--- src/rtl/fetch_unit_pkg.sv ---
// Shared fetch-stage definitions: PC select codes, branch condition codes,
// IR field positions and register-select one-hot codes.
package fetch_unit_pkg;

    localparam logic [1:0] PC_SEL_INC  = 2'b00;
    localparam logic [1:0] PC_SEL_BR   = 2'b01;
    localparam logic [1:0] PC_SEL_DP   = 2'b10;
    localparam logic [1:0] PC_SEL_HOLD = 2'b11;

    localparam logic [2:0] COND_AL = 3'b000;
    localparam logic [2:0] COND_EQ = 3'b001;
    localparam logic [2:0] COND_NE = 3'b010;
    localparam logic [2:0] COND_LT = 3'b011;
    localparam logic [2:0] COND_LE = 3'b100;

    localparam int IR_OPCODE_HI = 15;
    localparam int IR_OPCODE_LO = 13;
    localparam int IR_OP_HI     = 12;
    localparam int IR_OP_LO     = 11;
    localparam int IR_RN_HI     = 10;
    localparam int IR_RN_LO     = 8;
    localparam int IR_RD_HI     = 7;
    localparam int IR_RD_LO     = 5;
    localparam int IR_SH_HI     = 4;
    localparam int IR_SH_LO     = 3;
    localparam int IR_RM_HI     = 2;
    localparam int IR_RM_LO     = 0;

    localparam logic [2:0] NSEL_RN = 3'b100;
    localparam logic [2:0] NSEL_RD = 3'b010;
    localparam logic [2:0] NSEL_RM = 3'b001;

    localparam int STATUS_N = 2;
    localparam int STATUS_V = 1;
    localparam int STATUS_Z = 0;

    function automatic logic [15:0] sext5(input logic [4:0] v);
        return {{11{v[4]}}, v};
    endfunction

    function automatic logic [15:0] sext8(input logic [7:0] v);
        return {{8{v[7]}}, v};
    endfunction

endpackage

--- src/rtl/fetch_unit_branch_cond.sv ---
// Branch condition evaluator: decides whether a pc_sel=branch load is taken
// given the IR condition field and the {N,V,Z} status flags.
module branch_cond
    import fetch_unit_pkg::*;
(
    input  logic [2:0] cond,
    input  logic [2:0] status,
    input  logic       cond_br,
    output logic       take
);

    logic n_s;
    logic v_s;
    logic z_s;
    logic cond_true_s;

    assign n_s = status[STATUS_N];
    assign v_s = status[STATUS_V];
    assign z_s = status[STATUS_Z];

    // Condition table; unconditional branches ignore the flags entirely
    always_comb begin
        cond_true_s = 1'b0;
        case (cond)
            COND_AL: cond_true_s = 1'b1;
            COND_EQ: cond_true_s = z_s;
            COND_NE: cond_true_s = ~z_s;
            COND_LT: cond_true_s = n_s ^ v_s;
            COND_LE: cond_true_s = (n_s ^ v_s) | z_s;
            default: cond_true_s = 1'b0;
        endcase
        if (cond_br) begin
            take = cond_true_s;
        end else begin
            take = 1'b1;
        end
    end

endmodule

--- src/rtl/fetch_unit.sv ---
// Instruction fetch / address generation: PC, IR and data address registers,
// IR field decode, branch resolution and a retired-instruction counter.
module fetch_unit
    import fetch_unit_pkg::*;
#(
    parameter int          PC_W     = 9,
    parameter int unsigned RESET_PC = 0,
    parameter int          CNT_W    = 16
) (
    input  logic             clk,
    input  logic             reset_n,
    input  logic             load_ir,
    input  logic             load_pc,
    input  logic             reset_pc,
    input  logic             addr_sel,
    input  logic             load_addr,
    input  logic [1:0]       pc_sel,
    input  logic             cond_br,
    input  logic [2:0]       nsel,
    input  logic             halt,
    input  logic [15:0]      mem_rdata,
    input  logic [15:0]      datapath_out,
    input  logic [2:0]       status,
    output logic [15:0]      ir,
    output logic [2:0]       opcode,
    output logic [1:0]       op,
    output logic [2:0]       reg_num,
    output logic [1:0]       sh,
    output logic [15:0]      sximm5,
    output logic [15:0]      sximm8,
    output logic [2:0]       cond,
    output logic [PC_W-1:0]  pc,
    output logic [PC_W-1:0]  mem_addr,
    output logic             branch_taken,
    output logic [CNT_W-1:0] instr_count
);

    localparam logic [PC_W-1:0] RESET_PC_V = PC_W'(RESET_PC);

    logic [PC_W-1:0]  pc_q,   pc_d;
    logic [15:0]      ir_q,   ir_d;
    logic [PC_W-1:0]  addr_q, addr_d;
    logic [CNT_W-1:0] cnt_q,  cnt_d;
    logic             bt_q,   bt_d;

    logic [PC_W-1:0]  pc_inc_s;
    logic [PC_W-1:0]  br_target_s;
    logic             take_s;
    logic             unused_s;

    assign unused_s = ^datapath_out[15:PC_W];

    assign opcode = ir_q[IR_OPCODE_HI:IR_OPCODE_LO];
    assign op     = ir_q[IR_OP_HI:IR_OP_LO];
    assign cond   = ir_q[IR_RN_HI:IR_RN_LO];
    assign sh     = ir_q[IR_SH_HI:IR_SH_LO];
    assign sximm5 = sext5(ir_q[4:0]);
    assign sximm8 = sext8(ir_q[7:0]);

    assign ir           = ir_q;
    assign pc           = pc_q;
    assign instr_count  = cnt_q;
    assign branch_taken = bt_q;
    assign mem_addr     = addr_sel ? pc_q : addr_q;

    // The PC already points past the branch when it executes, so the offset is applied to pc_q
    assign pc_inc_s    = pc_q + PC_W'(1);
    assign br_target_s = pc_q + sximm8[PC_W-1:0];

    branch_cond u_branch_cond (
        .cond    (ir_q[IR_RN_HI:IR_RN_LO]),
        .status  (status),
        .cond_br (cond_br),
        .take    (take_s)
    );

    // Register-number select with Rn > Rd > Rm priority
    always_comb begin
        reg_num = 3'b000;
        if ((nsel & NSEL_RN) != 3'b000) begin
            reg_num = ir_q[IR_RN_HI:IR_RN_LO];
        end else if ((nsel & NSEL_RD) != 3'b000) begin
            reg_num = ir_q[IR_RD_HI:IR_RD_LO];
        end else if ((nsel & NSEL_RM) != 3'b000) begin
            reg_num = ir_q[IR_RM_HI:IR_RM_LO];
        end else begin
            reg_num = 3'b000;
        end
    end

    // Next-state logic: halt freezes everything, reset_pc outranks load_pc
    always_comb begin
        pc_d   = pc_q;
        ir_d   = ir_q;
        addr_d = addr_q;
        cnt_d  = cnt_q;
        bt_d   = 1'b0;
        if (halt) begin
            bt_d = 1'b0;
        end else begin
            if (reset_pc) begin
                pc_d = RESET_PC_V;
            end else if (load_pc) begin
                case (pc_sel)
                    PC_SEL_INC: pc_d = pc_inc_s;
                    PC_SEL_BR: begin
                        if (take_s) begin
                            pc_d = br_target_s;
                            bt_d = 1'b1;
                        end else begin
                            pc_d = pc_inc_s;
                        end
                    end
                    PC_SEL_DP:   pc_d = datapath_out[PC_W-1:0];
                    PC_SEL_HOLD: pc_d = pc_q;
                    default:     pc_d = pc_q;
                endcase
            end else begin
                pc_d = pc_q;
            end
            if (load_ir) begin
                ir_d  = mem_rdata;
                cnt_d = cnt_q + CNT_W'(1);
            end else begin
                ir_d  = ir_q;
                cnt_d = cnt_q;
            end
            if (load_addr) begin
                addr_d = datapath_out[PC_W-1:0];
            end else begin
                addr_d = addr_q;
            end
        end
    end

    // State registers
    always_ff @(posedge clk or negedge reset_n) begin
        if (!reset_n) begin
            pc_q   <= RESET_PC_V;
            ir_q   <= 16'h0000;
            addr_q <= '0;
            cnt_q  <= '0;
            bt_q   <= 1'b0;
        end else begin
            pc_q   <= pc_d;
            ir_q   <= ir_d;
            addr_q <= addr_d;
            cnt_q  <= cnt_d;
            bt_q   <= bt_d;
        end
    end

endmodule

--- config.mk ---
export PLATFORM = sky130hd
export DESIGN_NAME = fetch_unit
export DESIGN_NICKNAME = d
export VERILOG_FILES = /design/src/rtl/fetch_unit_pkg.sv /design/src/rtl/fetch_unit_branch_cond.sv /design/src/rtl/fetch_unit.sv
export SDC_FILE = /design/constraint.sdc
export NUM_CORES = 1
export LEC_CHECK = 0
export CORE_UTILIZATION = 47
export CTS_BUF_LIST = sky130_fd_sc_hd__clkbuf_2 sky130_fd_sc_hd__clkbuf_4 sky130_fd_sc_hd__clkbuf_8
export DETAILED_ROUTE_END_ITERATION = 16
export PLACE_DENSITY = 0.88
export SYNTH_ARGS = -nofsm -noshare
export SYNTH_HDL_FRONTEND = slang
export SYNTH_SLANG_ARGS = --single-unit
--- constraint.sdc ---
create_clock -name clk -period 4.2 [get_ports clk]
set_input_delay 0.84 -clock clk [delete_from_list [all_inputs] [get_ports clk]]
set_output_delay 0.84 -clock clk [all_outputs]
set_load 0.01 [all_outputs]
==> results.json <==
{
  "postRouteAntennaNets": 0,
  "drtPass1Iterations": 4,
  "start_util_pct": 48.6,
  "postCtsHoldBufs": 0,
  "cp_max_fo": 9,
  "finalCritPeriodShare_pct": 79.9,
  "max-slew-margin-rel_pct": 43.8,
  "syn_avg_cell_area_um2": 10.2,
  "synth-edff-count": 0,
  "ir_drop_mv": 0.326,
  "end_kind": "output port",
  "synthCells": 323,
  "muxShareOfSynthArea_pct": 11.9,
  "fin_area_mm2": 0.00455,
  "syn_to_final_growth_pct": 37.7,
  "io_buffers": 137,
  "async_flop_share_pct": 100,
  "synth_top_area_cell": "dfrtp_1",
  "insertion_delay_ns": 0.31,
  "clkSinkCount": 51,
  "placed_cell_area_mm2": 0.00446,
  "postLayoutCoreUtil_pct": 66.9,
  "clock_skew_ns": 0.00914,
  "diodes": 0,
  "cts_tree": "yes",
  "dieArea_mm2": 0.00736,
  "post_cts_buffers": 0,
  "crit_arrival_ns": 2.52,
  "finalHoldViolations": 0,
  "worst_pin_slew_ns": 0.840,
  "synth-main-ff-cell": "dfrtp_1",
  "r2r_slack_ns": 1.92,
  "synth_seq_area_share_pct": 38.7,
  "finalCriticalPeriod_ns": 3.36,
  "nFillCells": 536,
  "rsz0062_at_grt": "false",
  "pre_cts_ws_ns": 0.835,
  "setup_viol": 0,
  "gp_congestion": 0.848,
  "crit_required_ns": 3.36,
  "holdWs_ns": 0.408,
  "p_total_mw": 1.52,
  "synth_top_family_by_area": "simple AND/OR/NAND/NOR gates",
  "grt_pass1_wl_mm": 13.1,
  "outcome": "completed",
  "synth_simple_gate_area_share_pct": 13.6,
  "hp-class": "input port to asynchronous set/reset pin",
  "die_h_um": 85.8,
  "grt_usage_pct": 22.6,
  "ys_top_cells_by_area": "dfrtp_1 39%, buf_4 9.5%, mux2_1 8.9%",
  "reg2reg_to": "pc[8]",
  "fmax_ghz": 0.298,
  "layout_setup_ws_ns": 0.844,
  "hpwl_mm": 6.13,
  "drt-vias-per-instance": 5.41,
  "antenna_found_initial": 0,
  "startpoint_type": "input port",
  "synth_compound_area_share_pct": 13.0,
  "wl_per_cell_um": 15.7,
  "grt_max_degree": 39,
  "die_w_um": 85.8,
  "r2r_start": "pc[0]",
  "synth_fa_ha_area_share_pct": 5.53,
  "core_region_area_mm2": 0.00679,
  "cts_root_buf": "clkbuf_8",
  "maxSlewViolCount": 0,
  "netlist_area_mm2": 0.00330,
  "ys_warn_count": 0,
  "synthXorXnorAreaFrac_pct": 6.10,
  "clkTransAtPathRegs_ns": 0.10,
  "ys_ff_latch": 51,
  "cp-startpoint": "addr_sel",
  "ctsLongestPathBuffers": 2,
  "htree_num_levels": 2,
  "vias": 2793,
  "dp.cells": 508,
  "max-cap-violations": 0,
  "cts_resized": 0,
  "synth_cell_types": 48,
  "power_density_mw_per_mm2": 334,
  "io_pins": 145,
  "crit_end": "mem_addr[1]",
  "syn_nets": 386,
  "grt_pass1_vias": 2750,
  "drt_wl_total_mm": 8.11,
  "leakage_nw": 1.91,
  "drc_errors": 0,
  "fin_cells": 516,
  "rr_worst_depth": 7,
  "crit_type": "input port to output port",
  "drt_iter0_drc": 138,
  "drive_above_1_share_pct": 6.90,
  "cts_inserted_buffers": 5,
  "num-nets-final": 482,
  "yosysTopAreaCellShare_pct": 38.7,
  "fin_tns_setup_ns": 0,
  "num_rows": 30,
  "grt-ovfl-total": 0
}
[where the power goes]
| group | total, mW | internal, mW | switching (mW) |
|---|---|---|---|
| registers | 0.653 | 0.558 | 0.0955 |
| clock network | 0.286 | 0.118 | 0.168 |
| logic | 0.582 | 0.349 | 0.233 |
[logic make-up after synthesis]
logic type                 Yosys count
AOI/OAI and AO/OA                   58
xor gates and xnor gates            23
muxes                               35
adders and majority gates           14
buffers and inverters               56
DFF                                 51
and+or+nand+nor                     86
[cell type report]
class / count / area (um2) / share of cell area, %
clock buffers: 5 / 68.8 / 1.51
clock inverters: 3 / 18.8 / 0.413
inverters: 6 / 22.5 / 0.495
multi-input cells: 216 / 1660 / 36.5
flip-flops and latches: 51 / 1280 / 28.1
well taps: 96 / 120 / 2.64
repair buffers: 139 / 1380 / 30.4
[synthesized netlist by cell type, types with 4 or more instances]
| cell type | count |
|---|---|
| a211oi_1 | 5 |
| a21o_1 | 5 |
| a22oi_1 | 4 |
| and2_1 | 6 |
| and3_1 | 5 |
| buf_4 | 42 |
| clkbuf_1 | 5 |
| dfrtp_1 | 51 |
| ha_1 | 13 |
| inv_1 | 6 |
| mux2_1 | 26 |
| mux2_2 | 9 |
| nand2_1 | 25 |
| nand3_1 | 10 |
| nand4_1 | 6 |
| nor2_1 | 15 |
| nor2b_1 | 5 |
| o211ai_1 | 8 |
| o21ai_0 | 6 |
| o21ai_1 | 6 |
| o221ai_1 | 5 |
| xnor2_1 | 15 |
| xor2_1 | 8 |
[critical path, cell delays in order]
cell and delay (ns):
clkdlybuf4s50_1 0.77, mux2_2 0.39, clkdlybuf4s50_1 0.51
[how the worst min path moves through the flow]
stage | end | slack (ns) | cells past startpoint
floorplan | addr_q[0] | 0.46 | 1
global placement | instr_count[15] | 0.46 | 1
detailed placement | instr_count[15] | 0.46 | 1
CTS | addr_q[5] | 0.41 | 1
global route | addr_q[5] | 0.41 | 1
finish | addr_q[5] | 0.41 | 1
[layout by cell type, fill, tap and decap left out, types with 8 or more instances in the layout]
| cell | instances |
|---|---|
| clkdlybuf4s50_1 | 136 |
| dfrtp_1 | 51 |
| mux2_1 | 26 |
| nand2_1 | 25 |
| nor2_1 | 15 |
| xnor2_1 | 15 |
| ha_1 | 13 |
| nand3_1 | 10 |
| mux2_2 | 9 |
| xor2_1 | 8 |
| o211ai_1 | 8 |
[state kept, by name, indices dropped and copies added (netlist names)]
name          flops
branch_taken      1
pc                9
instr_count      16
addr_q            9
ir               16
[layer usage]
metal | vias to the layer above | wire (um) | GRT usage (%)
met5 | - | 0 | 0
met4 | 0 | 155 | 7.27
met3 | 13 | 524 | 5.00
met2 | 121 | 4180 | 40.6
met1 | 1349 | 3250 | 27.0
li1 | 1310 | - | -
(Power assumes the default switching activity.)
